File: src/rtl/sample_buf_pkg.sv
// Shared constants and types for the multi-channel sample buffer.
// The capture (writer) side and the frame reader both import this package.
package sample_buf_pkg;

  localparam int NUM_CHANNELS = 14;
  localparam int NUM_SAMPLES  = 10;
  localparam int SAMPLE_W     = 8;

  localparam logic [SAMPLE_W-1:0] SYNC_BYTE = 8'hA5;

  // Address widths never collapse to zero, even for single-entry geometries.
  localparam int CH_W  = (NUM_CHANNELS > 1) ? $clog2(NUM_CHANNELS) : 1;
  localparam int IDX_W = (NUM_SAMPLES > 1) ? $clog2(NUM_SAMPLES) : 1;

  localparam int FRAME_LEN = NUM_CHANNELS * NUM_SAMPLES + 3;

  typedef enum logic [2:0] {
    ST_IDLE,
    ST_SYNC,
    ST_SEQ,
    ST_RD,
    ST_CAP,
    ST_SEND,
    ST_CSUM
  } state_t;

endpackage

File: src/rtl/sample_addr_counter.sv
// Two-level read address counter: sample index is the fast digit, channel the slow one.
// last flags the final (channel, sample) pair of a frame.
module sample_addr_counter
  import sample_buf_pkg::*;
(
  input  logic             clk,
  input  logic             rst_n,
  input  logic             clear,
  input  logic             advance,
  output logic [CH_W-1:0]  ch,
  output logic [IDX_W-1:0] idx,
  output logic             last
);

  localparam logic [CH_W-1:0]  CH_LAST  = CH_W'(NUM_CHANNELS - 1);
  localparam logic [IDX_W-1:0] IDX_LAST = IDX_W'(NUM_SAMPLES - 1);

  logic [CH_W-1:0]  ch_reg,  ch_next;
  logic [IDX_W-1:0] idx_reg, idx_next;

  always_comb begin
    ch_next  = ch_reg;
    idx_next = idx_reg;
    if (clear) begin
      ch_next  = '0;
      idx_next = '0;
    end else if (advance) begin
      if (idx_reg == IDX_LAST) begin
        idx_next = '0;
        ch_next  = (ch_reg == CH_LAST) ? '0 : ch_reg + CH_W'(1);
      end else begin
        idx_next = idx_reg + IDX_W'(1);
      end
    end
  end

  always_ff @(posedge clk or negedge rst_n) begin
    if (!rst_n) begin
      ch_reg  <= '0;
      idx_reg <= '0;
    end else begin
      ch_reg  <= ch_next;
      idx_reg <= idx_next;
    end
  end

  assign ch   = ch_reg;
  assign idx  = idx_reg;
  assign last = (ch_reg == CH_LAST) && (idx_reg == IDX_LAST);

endmodule

File: src/rtl/sample_frame_reader.sv
// Reads every channel history buffer and streams one framed dump per start:
// sync, sequence, samples (channel-major, oldest first), then an 8-bit additive checksum.
module sample_frame_reader
  import sample_buf_pkg::*;
(
  input  logic                clk,
  input  logic                rst_n,
  input  logic                start,
  output logic                busy,
  output logic                done,
  output logic                rd_en,
  output logic [CH_W-1:0]     rd_ch,
  output logic [IDX_W-1:0]    rd_idx,
  input  logic [SAMPLE_W-1:0] rd_data,
  output logic [SAMPLE_W-1:0] tx_data,
  output logic                tx_valid,
  input  logic                tx_ready
);

  state_t state_reg, state_next;

  logic [SAMPLE_W-1:0] tx_data_reg, tx_data_next;
  logic                tx_valid_reg, tx_valid_next;
  logic [SAMPLE_W-1:0] acc_reg, acc_next;
  logic [SAMPLE_W-1:0] seq_reg, seq_next;
  logic                done_reg, done_next;

  logic cnt_clear;
  logic cnt_advance;
  logic cnt_last;
  logic handshake;

  assign handshake = tx_valid_reg && tx_ready;

  sample_addr_counter u_addr (
    .clk     (clk),
    .rst_n   (rst_n),
    .clear   (cnt_clear),
    .advance (cnt_advance),
    .ch      (rd_ch),
    .idx     (rd_idx),
    .last    (cnt_last)
  );

  always_comb begin
    state_next    = state_reg;
    tx_data_next  = tx_data_reg;
    tx_valid_next = tx_valid_reg;
    acc_next      = acc_reg;
    seq_next      = seq_reg;
    done_next     = 1'b0;
    cnt_clear     = 1'b0;
    cnt_advance   = 1'b0;

    case (state_reg)
      ST_IDLE: begin
        if (start) begin
          state_next    = ST_SYNC;
          tx_data_next  = SYNC_BYTE;
          tx_valid_next = 1'b1;
          cnt_clear     = 1'b1;
        end
      end

      ST_SYNC: begin
        if (handshake) begin
          state_next   = ST_SEQ;
          tx_data_next = seq_reg;
        end
      end

      // The sequence byte seeds the checksum; the sync byte does not.
      ST_SEQ: begin
        if (handshake) begin
          state_next    = ST_RD;
          tx_valid_next = 1'b0;
          acc_next      = seq_reg;
        end
      end

      ST_RD: begin
        state_next = ST_CAP;
      end

      ST_CAP: begin
        state_next    = ST_SEND;
        tx_data_next  = rd_data;
        tx_valid_next = 1'b1;
      end

      // On the last sample the running sum goes straight out as the checksum byte.
      ST_SEND: begin
        if (handshake) begin
          acc_next    = acc_reg + tx_data_reg;
          cnt_advance = 1'b1;
          if (cnt_last) begin
            state_next   = ST_CSUM;
            tx_data_next = acc_reg + tx_data_reg;
          end else begin
            state_next    = ST_RD;
            tx_valid_next = 1'b0;
          end
        end
      end

      ST_CSUM: begin
        if (handshake) begin
          state_next    = ST_IDLE;
          tx_valid_next = 1'b0;
          done_next     = 1'b1;
          seq_next      = seq_reg + SAMPLE_W'(1);
        end
      end

      default: begin
        state_next    = ST_IDLE;
        tx_valid_next = 1'b0;
      end
    endcase
  end

  always_ff @(posedge clk or negedge rst_n) begin
    if (!rst_n) begin
      state_reg    <= ST_IDLE;
      tx_data_reg  <= '0;
      tx_valid_reg <= 1'b0;
      acc_reg      <= '0;
      seq_reg      <= '0;
      done_reg     <= 1'b0;
    end else begin
      state_reg    <= state_next;
      tx_data_reg  <= tx_data_next;
      tx_valid_reg <= tx_valid_next;
      acc_reg      <= acc_next;
      seq_reg      <= seq_next;
      done_reg     <= done_next;
    end
  end

  assign busy     = (state_reg != ST_IDLE);
  assign done     = done_reg;
  assign rd_en    = (state_reg == ST_RD);
  assign tx_data  = tx_data_reg;
  assign tx_valid = tx_valid_reg;

endmodule

File: config.mk
export PLATFORM = sky130hd
export DESIGN_NAME = sample_frame_reader
export DESIGN_NICKNAME = d
export VERILOG_FILES = /design/src/rtl/sample_buf_pkg.sv /design/src/rtl/sample_addr_counter.sv /design/src/rtl/sample_frame_reader.sv
export SDC_FILE = /design/constraint.sdc
export NUM_CORES = 1
export LEC_CHECK = 0
export ABC_AREA = 1
export CAP_MARGIN = 20
export CORE_MARGIN = 10
export CORE_UTILIZATION = 35
export DETAILED_ROUTE_END_ITERATION = 10
export HOLD_SLACK_MARGIN = 0.15
export SYNTH_ARGS = -nofsm -noshare
export SYNTH_HDL_FRONTEND = slang
export SYNTH_SLANG_ARGS = --single-unit
File: constraint.sdc
create_clock -name clk -period 2.2 [get_ports clk]
set_input_delay 0.55 -clock clk [delete_from_list [all_inputs] [get_ports clk]]
set_output_delay 0.55 -clock clk [all_outputs]
set_load 0.05 [all_outputs]
# Yosys cells after proc, flatten, opt, wreduce, memory -nomap -nowiden
# Cells that the tools add are included.
[word_totals]
ff_bits = 37
in_bits = 12
out_inout_bits = 20
wordCells = 76
[op_classes]
reduce_logical = 16
add_sub_neg = 4
n_mux = 31
n_eq_ne = 16
bitwise_logic = 1
[op_table]
columns = ["op", "count"]
rows = [
  ["two-way mux 8 bit", 5],
  ["one-hot mux 8 bit (4 select lines)", 1],
  ["two-way mux 4 bit", 7],
  ["one-hot mux 3 bit (7 select lines)", 1],
  ["two-way mux 3 bit", 6],
  ["one-hot mux 8 bit (2 select lines)", 1],
  ["AND reduction 5 bit", 3],
  ["!= test 2 bit, second input constant", 7],
  ["equality test 3 bit, second input constant", 3],
  ["two-way mux 1 bit", 9],
  ["adder 4 x 1 -> 4 bit, second input constant", 2],
  ["adder 8 x 1 -> 8 bit, second input constant", 1],
  ["adder 8 bit", 1],
  ["equality test 4 bit, second input constant", 2],
  ["equality test 3 x 2 -> 1 bit, second input constant", 2],
  ["nonzero test 2 bit", 3],
  ["one-hot mux 1 bit (5 select lines)", 1],
  ["AND reduction 2 bit", 2],
  ["nonzero test 4 bit", 1],
  ["OR reduction 2 bit", 2],
  ["equality test 3 x 1 -> 1 bit, second input constant", 1],
  ["logical NOT 3 bit", 1],
  ["AND reduction 3 bit", 1],
  ["nonzero test 3 bit", 1],
  ["other kinds (3)", 4],
]

# Longest topological paths before layout
# Gate-level depths: netlist of the first run.
[logic_depth]
ltp_word = 5
ltp_mapped = 11
depth_no_buf = 11

# Hierarchy
# Synthesis of the first run repeated with hierarchy kept, for this count alone.
[hier_totals]
cells_unflattened = 318
area_unflattened_um2 = 2384.8
[by_module_without_submodules]
columns = ["mod", "instances", "area_each_um2", "seq_area_each_um2", "cells_each"]
rows = [
  ["sample_frame_reader", 1, 1908.1, 725.7, 253],
  ["sample_addr_counter", 1, 476.7, 200.2, 65],
]

# Worst setup path after synthesis of the first run
# Ideal clock, no wire load.
[synth_timing]
path_type = "reg-to-output"
startpoint = "register state_reg[1]"
endpoint = "output rd_en"
setup_slack_ps = -13
n_path_buf = 0
required_time_ps = 1650
arrival_time_ps = 1663
path_stages_with_launch = 3
path_cell_list = "dfrtp_1 > inv_2 > nor3_1"
[synth_between]
elab_chain_len = 1
[synth_rtl]
columns = ["item", "line_no", "rtl"]
rows = [
  ["from (decl)", "sample_frame_reader.sv:20", "state_t state_reg, state_next;"],
  ["from (signal assigned)", "sample_frame_reader.sv:131", "state_reg <= state_next;"],
  ["equality test 3 x 2 -> 1 bit", "sample_frame_reader.sv:142", "assign rd_en = (state_reg == ST_RD);"],
  ["to (decl)", "sample_frame_reader.sv:11", "output logic rd_en,"],
]
# Every way passes these cells.

# Worst setup path after layout of the first run
[layout_timing]
startpoint = "register u_addr.idx_reg[0], in the netlist u_addr.idx[0]"
endpoint = "output rd_idx[0]"
[layout_rtl]
columns = ["item", "line_no", "rtl"]
rows = [
  ["from (decl)", "sample_addr_counter.sv:19", "logic [IDX_W-1:0] idx_reg, idx_next;"],
  ["from (signal assigned)", "sample_addr_counter.sv:43", "idx_reg <= idx_next;"],
  ["to (decl)", "sample_frame_reader.sv:13", "output logic [IDX_W-1:0] rd_idx,"],
]
# No word-level cell between the ends.

==> results of run 1 <==
[metrics by stage]
stage               utilization  hold WS, ps  worst slack [ps]
finish                    0.449          200              93.7
global route              0.449          219              24.7
CTS                       0.449          207              64.4
detailed placement        0.433          509               212
global placement          0.433          500               230
floorplan                     -          254               310
[per-layer routing]
metal	GRT usage	wire (um)	vias up
met3	0.0259	203	8
met1	0.140	2500	938
li1	-	-	1050
met5	0	0	-
met4	0.0450	91	0
met2	0.177	2650	26
[worst paths after layout]
kind                                           to
setup reg to reg           tx_data[6]$_DFFE_PN0P_
min in group clk           seq_reg[7]$_DFFE_PN0P_
hold reg to reg            seq_reg[7]$_DFFE_PN0P_
setup / recovery                        rd_idx[0]
hold / removal             tx_data[5]$_DFFE_PN0P_
max in group asynchronous  tx_data[1]$_DFFE_PN0P_
[cell type report]
| cell class | count | area (um^2) |
|---|---|---|
| multi-input cells | 224 | 1230 |
| flip-flops and latches | 37 | 926 |
| clock buffers | 7 | 96.3 |
| repair buffers | 36 | 373 |
| inverters | 35 | 135 |
| clock inverters | 1 | 5.00 |
| fillers | 669 | 3520 |
| well taps | 77 | 96.3 |
[cells in the final DEF (no fill, tap or decap), drive strengths merged]
cell and n:
nand4 4, inv 34, nor3 4, nand2 93, a21o 1, xor2 6, clkdlybuf4s50 27, buf 9
nand3 22, o21bai 2, nor2 40, a31oi 5, xnor2 3, ha 8, o21a 2, o22ai 1
a21oi 25, clkbuf 7, clkinv 2, and3 1, fa 1, o21ai 6, dfrtp 37
[where the power goes]
group          switching (mW)  internal, mW
Clock                   0.247         0.283
Sequential                  0         0.680
Combinational          0.0179        0.0197
Total                   0.265         0.983
[cells by family (layout without fill, tap and decap cells)]
kind of cell / after synthesis / after routing / share of synthesized area
compound gates: 42 / 42 / 0.106
xor+xnor: 9 / 9 / 0.0340
fa+ha+maj: 9 / 9 / 0.0518
buf+inv: 38 / 79 / 0.0712
flops: 37 / 37 / 0.399
simple gates: 164 / 164 / 0.339
==> reports/results.ini, run 1 <==
[run_status]
status=finished, final reports clean

[setup_path]
critPathCaptureType=primary output
worstPathArrival_ps=1560
crit_family=buffers and inverters
path_class=reg2out
crit_path_top_delay_cell=clkdlybuf4s50_1
cp_cell_sequence=clkdlybuf4s50_1
crit_start=u_addr.idx[0]$_DFFE_PN0P_
critical_path_depth=1
setup.worst_path.start_class=flip-flop
rrSetupSlack_ps=360
r2r_start=tx_data[0]$_DFFE_PN0P_
required_ps=1650
cpPeakStageDelay_ps=840
worst-path-max-fanout=6
path_buf_inv=1
r2r_cells=10

[floorplan]
rows=29
dieArea_um2=10300
die_h_um=101
core_area_um2=6390
io_pins=32
die_w_um=101
initial_core_util=0.363

[logic_synthesis]
synth_nets=320
yosys_warnings=0
synth_top_area_cell=dfrtp_1
ys_async_sr_fraction=1.00
synth.cell_area_um2=2320
synth-main-ff-cell=dfrtp_1
synth_area_per_cell_um2=7.76
synth_seq_cells=37
netlist-cell-type-count=33
ys_seq_area_frac=0.399
synth.most_common_cell=nand2_1
syn_inst=299
synth_top_area_share=0.399
synth_area_leaders=dfrtp_1 (40%), nand2_1 (13%), nor2_1 (5.0%)
synth_common_cells=nand2_1 (83), dfrtp_1 (37), nor2_1 (31)
synth_edf_count=0

[routing]
post_drt_wl_per_cell_um=13.1
drc=0
dr.pass1.iters=4
wl_mm=5.45
drt_iter0_drc=84
via_per_inst=4.85
num_vias=2022
postRouteAntennaNets=0

[placement]
place_congestion=0.783
dpl_cell_area_um2=2770
placed_cells=409
dpl.hpwl_mm=4.26
portBuffers=31

[global_route]
grt_pass1_wl_mm=9.24
grt_pass1_vias=1963
grt_max_degree=20
grt_usage=0.110
antenna_found_initial=0
grt_remaining_overflow=0

[cells_and_area]
postLayoutCellArea_um2=2870
areaGrowthSynthToFinish_pct=23.5
n_antenna_cell=0
drive_above_1_share=0.153
fin_cells=417
nets=360

[worst_hold_path]
worstHoldPathType=in2async

[timing]
setup_viol=0
fin_crit_ps=2110
tightestPinTransition_ps=507
fin_skew_ps=7.96
period_share=0.957
hold_viol_final=0
finalMaxSlewViolations=0
rsz0062_at_grt=no
max_freq_ghz=0.475
fin_tns_setup_ps=0
max_slew_margin=0.661

[clock_network]
htree_levels=2
clk_pin_slew_ps=80
clock_latency_ps=290
ctsResizeCount=0
cts-root-buf=clkbuf_8
cts.sink_count=37
clockBufferDepth=2
cts_buffers=5
hold_buffers=0
cts_tree=yes
cts_setup_buffers=0

[job]
maxCapViolCount=0

[power_and_ir_drop]
vdd_drop_max_mv=0.198
post-layout-total-power_mw=1.25
cellPowerDensity_nw_per_um2=435
p_leak_nw=1.48

Note: power is estimated with default switching activity, not from simulation.
==> run 2, diff against run 1 <==
- ABC_AREA: 1 -> default
- PLACE_DENSITY_LB_ADDON: default -> 0.25
==> reports/results.ini, run 2 <==
[power_and_ir_drop]
cellPowerDensity_nw_per_um2=1240  ; was 435 nW/um^2
vdd_drop_max_mv=0.478  ; was 0.198 mV
p_leak_nw=1.28  ; was 1.48 nW

[cells_and_area]
drive_above_1_share=0.155  ; was 0.153
layout_commonest_cell=dfrtp_1  ; was nand2_1
final_cell_mix=dfrtp_1 (36), clkdlybuf4s50_1 (23), nand2_1 (22)  ; was nand2_1 (83), dfrtp_1 (37), nor2_1 (31)
final_util=0.445  ; was 0.449
filler_cell_count=620  ; was 669
nets=298  ; was 360
n_antenna_cell=0  ; unchanged
areaGrowthSynthToFinish_pct=24.4  ; was 23.5%

[setup_path]
worst-path-max-fanout=3  ; was 6
path_class=reg2reg  ; was reg2out
worstPathArrival_ps=2400  ; was 1560 ps
crit_end=tx_data[6]$_DFFE_PN0P_  ; was rd_idx[0]
r2r_start=tx_data[0]$_DFFE_PN0P_  ; unchanged
crit_start=tx_data[0]$_DFFE_PN0P_  ; was u_addr.idx[0]$_DFFE_PN0P_
r2r_end=tx_data[6]$_DFFE_PN0P_  ; unchanged
rrSetupSlack_ps=30  ; was 360 ps
critPathCaptureType=flip-flop  ; was primary output
required_ps=2420  ; was 1650 ps
r2r_cells=7  ; was 10
setup.worst_path.start_class=flip-flop  ; unchanged

[floorplan]
io_pins=32  ; unchanged
core_area_um2=6280  ; was 6390 um^2
die_w_um=100  ; was 101 um
rows=29  ; unchanged
die_h_um=100  ; was 101 um
dieArea_um2=10000  ; was 10300 um^2
initial_core_util=0.358  ; was 0.363

[timing]
finalMaxSlewViolations=0  ; unchanged
setup_viol=0  ; unchanged
period_share=0.988  ; was 0.957
timing.final.ws_setup_ps=26.2  ; was 93.7 ps
max_freq_ghz=0.460  ; was 0.475 GHz
max_slew_margin=0.601  ; was 0.661
tightestPinTransition_ps=599  ; was 507 ps
fin_skew_ps=4.24  ; was 7.96 ps
hold_viol_final=0  ; unchanged
fin_crit_ps=2170  ; was 2110 ps

[routing]
num_vias=1867  ; was 2022
drt_iter0_drc=99  ; was 84
route.layer.met1.wl_mm=2.72  ; was 2.50 mm
met2WireLength_mm=2.80  ; was 2.65 mm
postRouteAntennaNets=0  ; unchanged
drc=0  ; unchanged
route.top_layer_used=met4  ; unchanged
dr_wl_met3_um=142  ; was 203 um
post_drt_wl_per_cell_um=16.2  ; was 13.1 um
via_per_inst=5.26  ; was 4.85
dr.pass1.iters=4  ; unchanged
wl_mm=5.74  ; was 5.45 mm

[clock_network]
clockBufferDepth=2  ; unchanged
cts.sink_count=37  ; unchanged
cts_tree=yes  ; unchanged
cts_buffers=5  ; unchanged
htree_levels=2  ; unchanged
cts-root-buf=clkbuf_8  ; unchanged
cts_setup_buffers=0  ; unchanged
clk_pin_slew_ps=80  ; about the same
clock_latency_ps=300  ; was 290 ps

[global_route]
grt_pass1_vias=1838  ; was 1963
grt_usage=0.116  ; was 0.110
grt_remaining_overflow=0  ; unchanged
grt_pass1_wl_mm=9.58  ; was 9.24 mm
antenna_found_initial=0  ; unchanged
grt_max_degree=26  ; was 20

[logic_synthesis]
synth_seq_cells=37  ; unchanged
netlist-cell-type-count=54  ; was 33
yosys_warnings=0  ; unchanged
synth.cell_area_um2=2250  ; was 2320 um^2
ys_seq_area_frac=0.412  ; was 0.399
synth_area_leaders=dfrtp_1 (41%), ha_1 (4.5%), a21oi_1 (4.0%)  ; was dfrtp_1 (40%), nand2_1 (13%), nor2_1 (5.0%)
syn_inst=237  ; was 299
synth_common_cells=dfrtp_1 (37), nand2_1 (22), a21oi_1 (18)  ; was nand2_1 (83), dfrtp_1 (37), nor2_1 (31)
synth_top_area_cell=dfrtp_1  ; unchanged
ys_async_sr_fraction=1.00  ; unchanged
synth-main-ff-cell=dfrtp_1  ; unchanged
synth_edf_count=0  ; unchanged
synth_nets=258  ; was 320
synth_top_area_share=0.412  ; was 0.399
synth.most_common_cell=dfrtp_1  ; was nand2_1
synth_area_per_cell_um2=9.48  ; was 7.76 um^2

[placement]
place_worst_setup_slack_ps=7.20  ; was 212 ps
dpl.hpwl_mm=4.28  ; was 4.26 mm
place_congestion=0.790  ; was 0.783
portBuffers=31  ; unchanged

[run_status]
status=finished, final reports clean  ; unchanged

[job]
maxCapViolCount=0  ; unchanged

[worst_hold_path]
worstHoldPathType=in2async  ; unchanged

run 2: cell types whose count changed after synthesis, sizes merged, moves of 6 or more:
cell | before | now
nand2 | 93 | 22
nor2 | 40 | 14
inv | 34 | 6
nor2b | 0 | 8
mux2i | 0 | 6
a21oi | 25 | 18
nand2b | 0 | 8
nand3 | 22 | 6
xnor2 | 3 | 10
o21ai | 6 | 22
run 2: layout make-up:
cell class                      count  area [um^2]  share of cell area
Clock buffer                        6         72.6              0.0260
Clock inverter                      2         10.0             0.00358
Inverter                            6         22.5             0.00806
Multi-Input combinational cell    183         1250               0.448
Sequential cell                    37          927               0.332
Tap cell                           77         96.3              0.0345
Timing Repair Buffer               44          415               0.149
run 2: per-layer routing:
layer,vias to the layer above,global-route usage
li1,930,-
met4,0,0.0326
met5,-,0
met3,10,0.0295
met2,18,0.187
met1,909,0.150
run 2: logic make-up (layout without fill, tap and decap cells):
kind of cell / count (synthesis) / after routing / synth area share
fa+ha+maj: 9 / 9 / 0.0535
buf+inv: 17 / 58 / 0.0351
flops: 37 / 37 / 0.412
simple gates: 83 / 83 / 0.214
mux: 9 / 9 / 0.0418
compound gates: 68 / 68 / 0.189
xor+xnor: 14 / 14 / 0.0546
run 2: critical path, cell delays in order (launching register included):
cell	delay (ps)
dfrtp_2	430
ha_1	230
fa_1	410
a21o_1	220
a221oi_2	300
mux2i_1	310
nor2_1	90
o21ai_1	120
run 2: worst min path at each step:
stage	start	end	depth (start not counted)
after floorplan	rst_n	acc_reg[0]$_DFFE_PN0P_	0
after global placement	acc_reg[4]$_DFFE_PN0P_	acc_reg[4]$_DFFE_PN0P_	2
after detailed placement	acc_reg[4]$_DFFE_PN0P_	acc_reg[4]$_DFFE_PN0P_	2
after CTS	rst_n	done$_DFF_PN0_	1
after global routing	rst_n	done$_DFF_PN0_	1
final	rst_n	done$_DFF_PN0_	1
run 2: stage by stage:
stage | cell area, um^2 | total power, mW | setup TNS [ps] | hold WS (ps) | std cells
2_1_floorplan | 2250 | 2.38 | 0 | 254 | 237
5_1_grt | 2800 | 3.73 | -93.2 | 293 | 355
3_5_place_dp | 2700 | 2.99 | 0 | 489 | 347
4_1_cts | 2790 | 3.48 | 0 | 276 | 355
6_report | 2800 | 3.47 | 0 | 251 | 355
3_3_place_gp | 2700 | 2.98 | 0 | 471 | 347
run 2: repair_timing:
action / CTS / global route
setup endpoints to repair: 0 / 3
resized for setup: 0 / 2
hold buffers: 0 / 0
run 2: power breakdown:
part / switching [mW] / leakage (nW) / internal [mW]
Clock: 0.261 / 0.0450 / 0.220
Combinational: 1.14 / 0.742 / 0.756
Sequential: 0.239 / 0.491 / 0.856
Total: 1.64 / 1.28 / 1.83
